<file path="config.mk">
export PLATFORM = sky130hd
export DESIGN_NAME = axi_rd_pattern_slave
export DESIGN_NICKNAME = d
export VERILOG_FILES = /design/src/rtl/axi_rd_pattern_slave.sv
export SDC_FILE = /design/constraint.sdc
export NUM_CORES = 1
export LEC_CHECK = 0
export CAP_MARGIN = 0
export CORE_MARGIN = 8
export CORE_UTILIZATION = 40
export CTS_BUF_LIST = sky130_fd_sc_hd__clkbuf_4 sky130_fd_sc_hd__clkbuf_8
export CTS_CLUSTER_SIZE = 14
export DETAILED_ROUTE_END_ITERATION = 12
export PLACE_DENSITY = 0.6
export SETUP_SLACK_MARGIN = 0.3
export SYNTH_ARGS = -nofsm -noshare
export SYNTH_HDL_FRONTEND = slang
export SYNTH_SLANG_ARGS = --single-unit
</file>
<file path="constraint.sdc">
create_clock -name ACLK -period 3.9 [get_ports ACLK]
set_input_delay 0.39 -clock ACLK [delete_from_list [all_inputs] [get_ports ACLK]]
set_output_delay 0.39 -clock ACLK [all_outputs]
set_load 0.05 [all_outputs]
</file>
<file path="src/rtl/axi_rd_pattern_slave.sv">
`default_nettype none
// ============================================================================
// Module   : axi_rd_pattern_slave
// Function : AXI3 read-only responder; each beat returns its own word address.
//            Define AXI_RD_SLVERR_EN to answer illegal bursts with SLVERR.
// Revision : 1.0 - initial release
// ============================================================================
module axi_rd_pattern_slave #(
    parameter int AXI_WIDTH_ID       = 4,
    parameter int AXI_WIDTH_AD       = 32,
    parameter int P_DELAY_READ_SETUP = 0
) (
    input  logic                    ACLK,
    input  logic                    ARESETn,
    input  logic [AXI_WIDTH_ID-1:0] ARID,
    input  logic [AXI_WIDTH_AD-1:0] ARADDR,
    input  logic [3:0]              ARLEN,
    input  logic [2:0]              ARSIZE,
    input  logic [1:0]              ARBURST,
    input  logic                    ARVALID,
    output logic                    ARREADY,
    output logic [AXI_WIDTH_ID-1:0] RID,
    output logic [31:0]             RDATA,
    output logic [1:0]              RRESP,
    output logic                    RLAST,
    output logic                    RVALID,
    input  logic                    RREADY
);

    typedef enum logic [1:0] {
        ST_IDLE  = 2'd0,
        ST_SETUP = 2'd1,
        ST_BURST = 2'd2
    } state_t;

    localparam logic [1:0] c_burst_fixed = 2'b00;
    localparam logic [1:0] c_burst_wrap  = 2'b10;
    localparam logic [1:0] c_resp_okay   = 2'b00;
    localparam logic [1:0] c_resp_slverr = 2'b10;
    localparam logic [7:0] c_setup_last  = 8'(P_DELAY_READ_SETUP - 1);

    state_t                  state_q, state_d;
    logic [AXI_WIDTH_ID-1:0] id_q, id_d;
    logic [AXI_WIDTH_AD-1:0] addr_q, addr_d;
    logic [3:0]              len_q, len_d;
    logic [2:0]              size_q, size_d;
    logic [1:0]              burst_q, burst_d;
    logic [3:0]              cnt_q, cnt_d;
    logic [7:0]              dly_q, dly_d;
    logic                    err_q, err_d;
    logic                    arready_q, arready_d;
    logic                    rvalid_q, rvalid_d;
    logic [AXI_WIDTH_ID-1:0] rid_q, rid_d;
    logic [31:0]             rdata_q, rdata_d;
    logic [1:0]              rresp_q, rresp_d;
    logic                    rlast_q, rlast_d;
    logic                    w_load;
    logic                    w_ar_err;

`ifdef AXI_RD_SLVERR_EN
    always_comb begin
        w_ar_err = (ARSIZE > 3'd2);
        if (ARBURST == c_burst_wrap) begin
            if (!(ARLEN inside {4'd1, 4'd3, 4'd7, 4'd15}))
                w_ar_err = 1'b1;
            if ((ARADDR & ((AXI_WIDTH_AD'(1) << ARSIZE) - AXI_WIDTH_AD'(1))) != '0)
                w_ar_err = 1'b1;
        end
    end
`else
    assign w_ar_err = 1'b0;
`endif

    // WRAP keeps the bits above the (ARLEN+1)<<ARSIZE window and wraps the rest
    function automatic logic [AXI_WIDTH_AD-1:0] f_next_addr(
        input logic [AXI_WIDTH_AD-1:0] addr,
        input logic [2:0]              size,
        input logic [3:0]              len,
        input logic [1:0]              burst
    );
        logic [AXI_WIDTH_AD-1:0] step;
        logic [AXI_WIDTH_AD-1:0] mask;
        step = AXI_WIDTH_AD'(1) << size;
        mask = ((AXI_WIDTH_AD'(len) + AXI_WIDTH_AD'(1)) << size) - AXI_WIDTH_AD'(1);
        if (burst == c_burst_fixed)
            f_next_addr = addr;
        else if (burst == c_burst_wrap)
            f_next_addr = (addr & ~mask) | ((addr + step) & mask);
        else
            f_next_addr = addr + step;
    endfunction

    function automatic logic [31:0] f_beat_data(input logic [AXI_WIDTH_AD-1:0] addr,
                                                input logic                    err);
        logic [31:0] d;
        d      = 32'(addr);
        d[1:0] = 2'b00;
        f_beat_data = err ? 32'd0 : d;
    endfunction

    always_comb begin
        state_d   = state_q;
        id_d      = id_q;
        addr_d    = addr_q;
        len_d     = len_q;
        size_d    = size_q;
        burst_d   = burst_q;
        cnt_d     = cnt_q;
        dly_d     = dly_q;
        err_d     = err_q;
        arready_d = arready_q;
        rvalid_d  = rvalid_q;
        rid_d     = rid_q;
        rdata_d   = rdata_q;
        rresp_d   = rresp_q;
        rlast_d   = rlast_q;
        w_load    = 1'b0;
        case (state_q)
            ST_IDLE: begin
                arready_d = 1'b1;
                if (ARVALID && arready_q) begin
                    id_d      = ARID;
                    addr_d    = ARADDR;
                    len_d     = ARLEN;
                    size_d    = ARSIZE;
                    burst_d   = ARBURST;
                    err_d     = w_ar_err;
                    cnt_d     = 4'd0;
                    dly_d     = 8'd0;
                    arready_d = 1'b0;
                    state_d   = (P_DELAY_READ_SETUP == 0) ? ST_BURST : ST_SETUP;
                end
            end
            ST_SETUP: begin
                if (dly_q == c_setup_last)
                    state_d = ST_BURST;
                else
                    dly_d = dly_q + 8'd1;
            end
            ST_BURST: begin
                // The first BURST cycle only loads the output registers for beat 0
                if (!rvalid_q) begin
                    rvalid_d = 1'b1;
                    w_load   = 1'b1;
                end else if (RREADY) begin
                    if (rlast_q) begin
                        state_d   = ST_IDLE;
                        rvalid_d  = 1'b0;
                        rlast_d   = 1'b0;
                        rresp_d   = c_resp_okay;
                        arready_d = 1'b1;
                    end else begin
                        cnt_d  = cnt_q + 4'd1;
                        addr_d = f_next_addr(addr_q, size_q, len_q, burst_q);
                        w_load = 1'b1;
                    end
                end
            end
            default: state_d = ST_IDLE;
        endcase
        if (w_load) begin
            rid_d   = id_q;
            rdata_d = f_beat_data(addr_d, err_q);
            rresp_d = err_q ? c_resp_slverr : c_resp_okay;
            rlast_d = (cnt_d == len_q);
        end
    end

    always_ff @(posedge ACLK or negedge ARESETn) begin
        if (!ARESETn) begin
            state_q   <= ST_IDLE;
            id_q      <= '0;
            addr_q    <= '0;
            len_q     <= 4'd0;
            size_q    <= 3'd0;
            burst_q   <= 2'b00;
            cnt_q     <= 4'd0;
            dly_q     <= 8'd0;
            err_q     <= 1'b0;
            arready_q <= 1'b0;
            rvalid_q  <= 1'b0;
            rid_q     <= '0;
            rdata_q   <= 32'd0;
            rresp_q   <= 2'b00;
            rlast_q   <= 1'b0;
        end else begin
            state_q   <= state_d;
            id_q      <= id_d;
            addr_q    <= addr_d;
            len_q     <= len_d;
            size_q    <= size_d;
            burst_q   <= burst_d;
            cnt_q     <= cnt_d;
            dly_q     <= dly_d;
            err_q     <= err_d;
            arready_q <= arready_d;
            rvalid_q  <= rvalid_d;
            rid_q     <= rid_d;
            rdata_q   <= rdata_d;
            rresp_q   <= rresp_d;
            rlast_q   <= rlast_d;
        end
    end

    assign ARREADY = arready_q;
    assign RVALID  = rvalid_q;
    assign RID     = rid_q;
    assign RDATA   = rdata_q;
    assign RRESP   = rresp_q;
    assign RLAST   = rlast_q;

endmodule
`default_nettype wire

</file>
==> impl_metrics.csv, run 1 <==
group,metric,value,unit
run_status,status,"finished clean",
placement,io_buffer_count,85,
routing,initialDrtViolationCount,425,
timing,fmax,0.297,GHz
worst_setup_path,crit_arrival,3.66,ns
timing,slew_headroom,44.9,%
cts,clockBufferDepth,2,
routing,wirelength,16600,um
logic_synthesis,synthFlopType,"dfrtp_1",
worst_setup_path,worstSetupStartpointType,"register",
placement,gp_congestion,0.857,
logic_synthesis,synth-simple-area-share,24.8,%
logic_synthesis,netlist_area,5660,um^2
final_layout,final_nets,789,
logic_synthesis,synthCells,653,
routing,avgRoutedWirePerCell,18.1,um
worst_hold_path,hold_class,"in2async",
timing,rsz0062_at_grt,"false",
worst_setup_path,r2r_slack,0.53,ns
logic_synthesis,synth_compound_area_share,23.8,%
cts,path_clk_slew,0.09,ns
timing,clock_skew,0.00664,ns
placement,hpwl,12000,um
cts,cts_made_buffers,9,
logic_synthesis,synth_area_leaders,"dfrtp_1 38%, nand2_1 5.6%, a31oi_1 4.4%",
cts,hold_buffers,0,
grt,grt_overflow,0,
grt,grt_pass1_vias,5232,
cts,cts_setup_buffers,0,
logic_synthesis,synthAdderAreaFrac,3.01,%
logic_synthesis,yosys.area.top_type,"dfrtp_1",
cts,cts_tree,"built",
logic_synthesis,synth_xor_area_share,2.32,%
routing,drc_errors,0,
power_and_ir_drop,peakVddDrop,0.421,mV
grt,grt_pass1_wl,27400,um
job,cap_violations,0,
logic_synthesis,async_flop_share,100,%
worst_setup_path,critPathRequiredTime,4.20,ns
power_and_ir_drop,p_per_area,943,nW/um^2
routing,num_vias,5287,
grt,antenna_found_initial,0,
floorplanning,dieArea,18200,um^2
logic_synthesis,synthMuxAreaShare,1.97,%
cts,cts_root_buf,"clkbuf_8",
logic_synthesis,synth.distinct_cells,67,
worst_setup_path,r2r-end,"addr_q[30]",
logic_synthesis,synth_top_area_share,38.5,%
floorplanning,core_area,13800,um^2
worst_setup_path,endpoint_kind,"register",
power_and_ir_drop,p_leak,2.88,nW
routing,routed_via_density,5.80,
cts,cts.sinks,87,
worst_setup_path,r2r-start,"len_q[0]",
final_layout,area_growth,22.5,%
grt,grt_usage,18.6,%
final_layout,fillers,1335,
floorplanning,rows,43,
worst_setup_path,reg2reg_depth,11,
grt,grt_max_degree,65,
timing,tns,0,ns
power_and_ir_drop,p_total,6.53,mW
floorplanning,start_util,40.9,%
timing,maxSlewViolCount,0,
worst_setup_path,path_max_fanout,20,
final_layout,drive_above_1_share,11.2,%
floorplanning,die_w,135,um
floorplanning,fp.dieH,135,um
routing,drt_pre_antenna_iters,7,
timing,holdWs,0.113,ns
floorplanning,ios,90,
logic_synthesis,yosysWarningCount,0,
cts,h-tree-depth,3,
worst_setup_path,crit_type,"reg2reg",
logic_synthesis,avgSynthCellArea,8.66,um^2
timing,worst_slew_pin_slew,0.827,ns
logic_synthesis,synth-seq-area-share,38.5,%
timing,post-route-period-util,86.3,%
timing,fin_crit,3.37,ns
logic_synthesis,ys_ff_latch,87,
final_layout,diodes,0,
cts,clock_latency,0.38,ns
logic_synthesis,synth_edf_count,0,
logic_synthesis,synth_top_family_by_area,"simple AND/OR/NAND/NOR gates",
routing,ant_nets,0,
timing,setup_viol,0,
timing,finalHoldViolCount,0,
==> cell usage after synthesis, types with 2 or more instances <==
library cell,number
o21ai_0,30
or4_4,14
inv_1,20
o21ai_2,2
buf_6,3
nand4_1,13
ha_1,12
nor3_1,10
nor4_2,2
nor2b_1,6
xor2_1,3
nor2_1,37
buf_1,2
or3_1,2
o211ai_1,4
a221oi_1,2
nand3b_1,2
or4_1,4
or2_2,5
xnor2_1,12
o211a_1,3
clkbuf_1,31
dfrtp_1,87
a21o_1,9
or3_4,2
and2_1,7
mux2i_1,10
buf_4,6
a211o_1,4
nand2_1,85
and3b_1,2
a21oi_1,22
o31ai_1,21
nand3_1,22
a22oi_1,2
nand2b_1,3
nor4_1,3
a31oi_1,40
buf_2,7
and3_1,36
o21a_1,7
a211oi_1,33
o21ai_1,2
==> cells in the final DEF (no fill, tap or decap), types with 4 or more instances in the layout <==
cell	n
mux2i_1	10
clkdlybuf4s50_1	84
nor3_1	9
a21oi_1	22
or2_2	5
or4_1	4
nand3_1	22
nand4_1	13
buf_4	24
conb_1	4
o31ai_1	21
o21a_1	6
a31oi_1	40
nor2b_1	6
xnor2_1	12
o21ai_0	30
dfrtp_1	84
ha_1	12
clkbuf_8	9
or4_4	14
and3_1	36
and2_1	7
nor2_1	36
a211o_1	4
a211oi_1	33
inv_1	20
o211ai_1	4
clkbuf_4	4
a21o_1	8
nand2_1	85
==> cells by family (layout without fill, tap and decap cells) <==
family | Yosys count | in the layout
compound gates | 196 | 196
xor+xnor | 15 | 15
fa+ha+maj | 13 | 13
buf+inv | 69 | 145
flops | 87 | 87
mux | 11 | 11
other cells | 1 | 4
simple gates | 261 | 261
==> worst max-delay path, cell delays in order (launching register included) <==
cell and delay [ns]:
dfrtp_2 0.49, ha_1 0.36, or2b_1 0.18, o21ai_0 0.14, nand2_1 0.11, ha_1 0.24
inv_1 0.08, a211o_1 0.29, or3_4 0.36, o21a_4 0.31, or4_1 0.51, a31oi_1 0.20
==> through the flow <==
stage / setup WS, ns / area, um^2 / utilization (%) / cells
after floorplan: 0.668 / 5670 / - / 656
after global placement: 0.287 / 6700 / 48.4 / 896
after detailed placement: 0.207 / 6700 / 48.4 / 896
after CTS: 0.311 / 6880 / 49.8 / 912
after global routing: 0.302 / 6930 / 50.1 / 912
final: 0.535 / 6930 / 50.1 / 912
==> report_power, final <==
group | switching, mW | internal [mW] | leakage [nW]
combinational | 2.58 | 1.55 | 1.80
clock | 0.329 | 0.260 | 0.0873
sequential | 0.458 | 1.35 | 0.991
total | 3.37 | 3.16 | 2.88
==> metal layers <==
metal	track usage [%]	vias up	wire length [um]
li1	-	2574	-
met1	23.4	2563	7400
met2	30.8	128	8050
met3	3.45	22	757
met4	7.42	0	346
met5	0	-	0
==> state kept, by name, summed over array words and instances, names as in the netlist <==
signal	count
state_q	1
RID	4
len_q	4
ARREADY	1
RDATA	30
RVALID	1
RLAST	1
cnt_q	4
burst_q	2
addr_q	32
size_q	3
id_q	4
==> final cells by class <==
type | instances | area [um^2] | area share, %
inverters | 20 | 75.1 | 1.08
multi-input cells | 500 | 3230 | 46.6
well taps | 180 | 225 | 3.25
clock inverters | 3 | 20.0 | 0.289
clock buffers | 13 | 154 | 2.22
flip-flops and latches | 87 | 2180 | 31.5
repair buffers | 109 | 1040 | 15.0
==> how the worst max path moves through the flow <==
stage / start / endpoint / slack (ns) / cells after the start
final: len_q[0] / addr_q[30] / 0.53 / 11
after global routing: len_q[0] / addr_q[11] / 0.30 / 11
after detailed placement: len_q[0] / addr_q[11] / 0.21 / 11
after global placement: len_q[0] / addr_q[11] / 0.29 / 11
after floorplan: size_q[1] / RDATA[12] / 0.67 / 15
after CTS: len_q[0] / addr_q[11] / 0.31 / 11
==> repair_timing <==
item                                    4_1_cts  5_1_grt
resized for setup                             2       11
endpoints found under the setup margin       20       26
pin swaps                                     0        2
No activity file was read; power rests on OpenSTA's default activity.
==> run 2: changes to the inputs <==
--- a/config.mk
+++ b/config.mk
@@ -11,7 +11,7 @@
 export CTS_BUF_LIST = sky130_fd_sc_hd__clkbuf_4 sky130_fd_sc_hd__clkbuf_8
 export CTS_CLUSTER_SIZE = 14
 export DETAILED_ROUTE_END_ITERATION = 12
-export PLACE_DENSITY = 0.6
+export PLACE_DENSITY_LB_ADDON = 0.15
 export SETUP_SLACK_MARGIN = 0.3
 export SYNTH_ARGS = -nofsm -noshare
 export SYNTH_HDL_FRONTEND = slang
==> impl_metrics.csv, run 2 (same netlist as run 1, synthesis figures left out) <==
group,metric,value,unit
floorplanning,core_area,13800,um^2
final_layout,fillers,1282,
timing,rsz0062_at_grt,"true",
grt,antenna_found_initial,0,
worst_setup_path,path_buf_inv,1,
floorplanning,die_w,135,um
worst_setup_path,worstSetupStartpointType,"register",
cts,cts_tree,"built",
cts,path_clk_slew,0.10,ns
timing,finalHoldViolCount,0,
routing,drt_pre_antenna_iters,5,
placement,pre_cts_slack,0.241,ns
routing,ant_nets,0,
cts,cts.sinks,87,
routing,num_vias,5334,
worst_setup_path,critPathRequiredTime,4.21,ns
power_and_ir_drop,p_per_area,961,nW/um^2
cts,clockBufferDepth,2,
worst_setup_path,critPathSlowestCell,"or4_1",
final_layout,final_cell_mix,"85 x nand2_1, 84 x clkdlybuf4s50_1, 83 x dfrtp_1, 40 x a31oi_1, 37 x nor2_1",
worst_setup_path,r2r_slack,0.49,ns
worst_setup_path,crit_arrival,3.72,ns
final_layout,fin_util,50.3,%
power_and_ir_drop,peakVddDrop,0.340,mV
floorplanning,start_util,40.9,%
worst_setup_path,endpoint_kind,"register",
grt,grt_max_degree,73,
worst_setup_path,reg2reg_depth,11,
worst_setup_path,cp_top_family,"simple AND/OR/NAND/NOR gates",
final_layout,final_common_cell,"nand2_1",
cts,cts_root_buf,"clkbuf_8",
final_layout,diodes,0,
final_layout,final_nets,789,
cts,cts_setup_buffers,0,
floorplanning,dieArea,18200,um^2
job,cap_violations,0,
worst_setup_path,r2r-end,"addr_q[30]",
final_layout,area_growth,23.0,%
grt,grt_overflow,0,
floorplanning,rows,43,
routing,routed_via_density,5.85,
worst_setup_path,r2r-start,"len_q[0]",
power_and_ir_drop,p_leak,2.89,nW
worst_setup_path,critPathMaxStageDelay,0.54,ns
grt,grt_pass1_vias,5391,
timing,worst_slack,0.493,ns
cts,cts_made_buffers,9,
timing,maxSlewViolCount,0,
worst_setup_path,crit_chain,"ha_1 -> or2b_1 -> o21ai_0 -> nand2_1 -> ha_1 -> inv_1 -> a211o_1 -> or3_4 -> o21a_2 -> or4_1 -> a31oi_1",
grt,grt_usage,19.0,%
routing,wirelength,17000,um
worst_setup_path,path_max_fanout,20,
worst_setup_path,crit_type,"reg2reg",
run_status,status,"finished clean",
timing,clock_skew,0.00966,ns
placement,gp_congestion,0.855,
timing,tns,0,ns
placement,io_buffer_count,85,
floorplanning,fp.dieH,135,um
worst_hold_path,hold_class,"in2async",
cts,clock_latency,0.39,ns
floorplanning,ios,90,
routing,drc_errors,0,
timing,slew_headroom,36.6,%
timing,worst_slew_pin_slew,0.952,ns
cts,hold_buffers,0,
worst_setup_path,cpMostUsedCell,"ha_1",
final_layout,largest_reg_flops,32,
grt,grt_pass1_wl,27900,um
timing,post-route-period-util,87.4,%
routing,initialDrtViolationCount,456,
final_layout,drive_above_1_share,11.2,%
final_layout,top_register,"addr_q",
timing,fin_crit,3.41,ns
timing,fmax,0.293,GHz
timing,setup_viol,0,
power_and_ir_drop,p_total,6.69,mW
placement,hpwl,12200,um
routing,avgRoutedWirePerCell,18.6,um
cts,h-tree-depth,3,
[run 2: worst max path at each step]
stage	start	end	depth (start not counted)
2_1_floorplan	size_q[1]	RDATA[12]	15
4_1_cts	len_q[0]	addr_q[30]	11
6_report	len_q[0]	addr_q[30]	11
5_1_grt	len_q[1]	RDATA[11]	11
3_5_place_dp	len_q[0]	addr_q[11]	11
3_3_place_gp	len_q[0]	addr_q[11]	11
[run 2: final cells by class]
class | instances | area (um^2) | share of cell area, %
flip-flops and latches | 87 | 2180 | 31.3
multi-input cells | 500 | 3220 | 46.3
inverters | 20 | 75.1 | 1.08
repair buffers | 109 | 1030 | 14.8
clock buffers | 9 | 124 | 1.78
well taps | 180 | 225 | 3.24
clock inverters | 7 | 104 | 1.49
[run 2: layer usage]
metal	up-vias	wire [um]	global-route usage, %
met2	141	8010	31.0
li1	2571	-	-
met4	0	415	8.42
met5	-	0	0
met1	2595	7770	24.1
met3	27	810	3.27
[run 2: power breakdown]
group / switching, mW / internal [mW]
registers: 0.494 / 1.35
logic: 2.56 / 1.53
clock network: 0.384 / 0.370
total: 3.44 / 3.25
[run 2: what timing repair did]
item,in CTS,in global routing
endpoints found under the setup margin,2,26
pin swaps,0,1
endpoints found under the hold margin,0,0
resized for setup,2,10
[run 2: metrics by stage]
| step | std cells | cell area, um^2 | hold WS [ns] |
|---|---|---|---|
| after global placement | 896 | 6690 | 0.461 |
| after floorplan | 656 | 5670 | 0.0944 |
| after detailed placement | 896 | 6690 | 0.466 |
| final | 912 | 6960 | 0.140 |
| after global routing | 912 | 6960 | 0.224 |
| after CTS | 912 | 6930 | 0.174 |
==> run 3: changes to the inputs <==
--- a/config.mk
+++ b/config.mk
@@ -11,7 +11,7 @@
 export CTS_BUF_LIST = sky130_fd_sc_hd__clkbuf_4 sky130_fd_sc_hd__clkbuf_8
 export CTS_CLUSTER_SIZE = 14
 export DETAILED_ROUTE_END_ITERATION = 12
-export PLACE_DENSITY_LB_ADDON = 0.15
+export PLACE_DENSITY = 0.68
 export SETUP_SLACK_MARGIN = 0.3
 export SYNTH_ARGS = -nofsm -noshare
 export SYNTH_HDL_FRONTEND = slang
==> impl_metrics.csv, run 3 (same netlist as run 1, synthesis figures left out) <==
group,metric,value,unit
run_status,status,"finished clean",
worst_setup_path,cp_top_family,"compound AO/OA/AOI/OAI gates",
final_layout,drive_above_1_share,10.9,%
worst_setup_path,crit_type,"reg2reg",
floorplanning,core_area,13800,um^2
routing,drc_errors,0,
cts,cts.sinks,87,
cts,h-tree-depth,3,
timing,holdWs,0.0651,ns
power_and_ir_drop,peakVddDrop,0.464,mV
floorplanning,rows,43,
timing,rsz0062_at_grt,"false",
grt,antenna_found_initial,0,
timing,finalHoldViolCount,0,
worst_setup_path,path_buf_inv,2,
worst_setup_path,reg2reg_depth,14,
cts,path_clk_slew,0.10,ns
power_and_ir_drop,p_leak,2.90,nW
worst_setup_path,r2r_slack,0.52,ns
timing,worst_slew_pin_slew,0.990,ns
final_layout,largest_reg_flops,32,
worst_setup_path,r2r-end,"addr_q[10]",
final_layout,fin_util,50.4,%
routing,ant_nets,0,
cts,cts_tree,"built",
timing,setup_viol,0,
worst_hold_path,hold_class,"in2async",
worst_setup_path,critical_path.startpoint,"size_q[2]",
placement,hpwl,12000,um
cts,cts_made_buffers,9,
grt,grt_overflow,0,
timing,fin_crit,3.38,ns
grt,grt_usage,18.3,%
grt,grt_pass1_wl,26900,um
timing,slew_headroom,34.0,%
grt,grt_pass1_vias,5247,
worst_setup_path,endpoint_kind,"register",
cts,cts_root_buf,"clkbuf_8",
floorplanning,die_w,135,um
final_layout,final_cell_mix,"85 x dfrtp_1, 85 x nand2_1, 84 x clkdlybuf4s50_1, 40 x a31oi_1, 37 x nor2_1",
cts,hold_buffers,0,
worst_setup_path,critPathRequiredTime,4.21,ns
worst_setup_path,critPathCapture,"addr_q[10]",
final_layout,area_growth,23.1,%
timing,clock_skew,0.0140,ns
timing,fmax,0.296,GHz
routing,initialDrtViolationCount,414,
timing,tns,0,ns
worst_setup_path,critPathSlowestCell,"dfrtp_1",
floorplanning,fp.dieH,135,um
placement,gp_congestion,0.875,
cts,clockBufferDepth,2,
worst_setup_path,path_max_fanout,13,
worst_setup_path,crit_chain,"inv_1 -> nand2_1 -> nor2_1 -> ha_1 -> inv_1 -> fa_1 -> nor2b_1 -> o21ai_0 -> a21oi_2 -> o2111ai_1 -> a21o_2 -> a211o_1 -> or3_1 -> a31oi_1",
routing,avgRoutedWirePerCell,18.2,um
final_layout,fillers,1293,
worst_setup_path,r2r-start,"size_q[2]",
worst_setup_path,critPathMaxStageDelay,0.53,ns
final_layout,diodes,0,
power_and_ir_drop,p_total,6.67,mW
final_layout,top_register,"addr_q",
worst_setup_path,path_depth,14,
routing,routed_via_density,5.89,
worst_setup_path,cpMostUsedCell,"inv_1",
timing,maxSlewViolCount,0,
routing,drt_pre_antenna_iters,5,
grt,grt_max_degree,69,
floorplanning,start_util,40.9,%
final_layout,final_nets,788,
worst_setup_path,crit_arrival,3.69,ns
job,cap_violations,0,
floorplanning,ios,90,
placement,io_buffer_count,85,
routing,num_vias,5367,
routing,wirelength,16600,um
cts,clock_latency,0.38,ns
floorplanning,dieArea,18200,um^2
final_layout,design_area,6960,um^2
timing,post-route-period-util,86.8,%
worst_setup_path,worstSetupStartpointType,"register",
placement,placed_area,6680,um^2
power_and_ir_drop,p_per_area,958,nW/um^2
run 3: changes by cell type in the layout (fill, tap and decap cells not counted), sizes merged:
cell	delta
inv	-3
clkinvlp	-2
clkinv	+2
clkbuf	+3
buf	-1
run 3: worst min path at each step:
stage / startpoint / to / slack (ns) / cells after the start
final: ARESETn / addr_q[15] / 0.07 / 1
after global routing: ARESETn / addr_q[17] / 0.12 / 1
after CTS: ARESETn / addr_q[17] / 0.09 / 1
after detailed placement: id_q[2] / id_q[2] / 0.47 / 2
after global placement: id_q[1] / RID[1] / 0.46 / 2
after floorplan: ARESETn / ARREADY / 0.09 / 0
run 3: per-stage QoR:
stage	worst slack (ns)	cells
after floorplan	0.668	656
after global placement	0.395	894
after detailed placement	0.266	894
after CTS	0.354	910
after global routing	0.308	911
final	0.516	911
run 3: per-layer routing:
layer  routed length [um]  up-vias  part of all wire [%]  GRT usage (%)
met2                 7930      160                    48           30.1
met5                    0        -                     0              0
li1                     -     2566                     -              -
met4                  367        0                   2.2           7.74
met3                  804       27                   4.9           3.38
met1                 7460     2614                    45           22.9
run 3: timing repair:
action	in CTS	in global routing
pin swaps	0	1
gates resized for setup	1	9
buffers inserted	0	1
endpoints found under the setup margin	2	26
run 3: power breakdown:
group	switching, mW	internal, mW
Clock	0.347	0.406
Sequential	0.485	1.35
Combinational	2.55	1.54
Total	3.38	3.29
run 3: final cells by class:
type | count | area (um^2) | area share [%]
timing repair buffer | 108 | 1030 | 14.8
clock inverter | 4 | 77.6 | 1.11
inverter | 20 | 75.1 | 1.08
multi-input combinational | 500 | 3210 | 46.2
sequential | 87 | 2180 | 31.3
clock buffer | 12 | 159 | 2.28
tap | 180 | 225 | 3.23
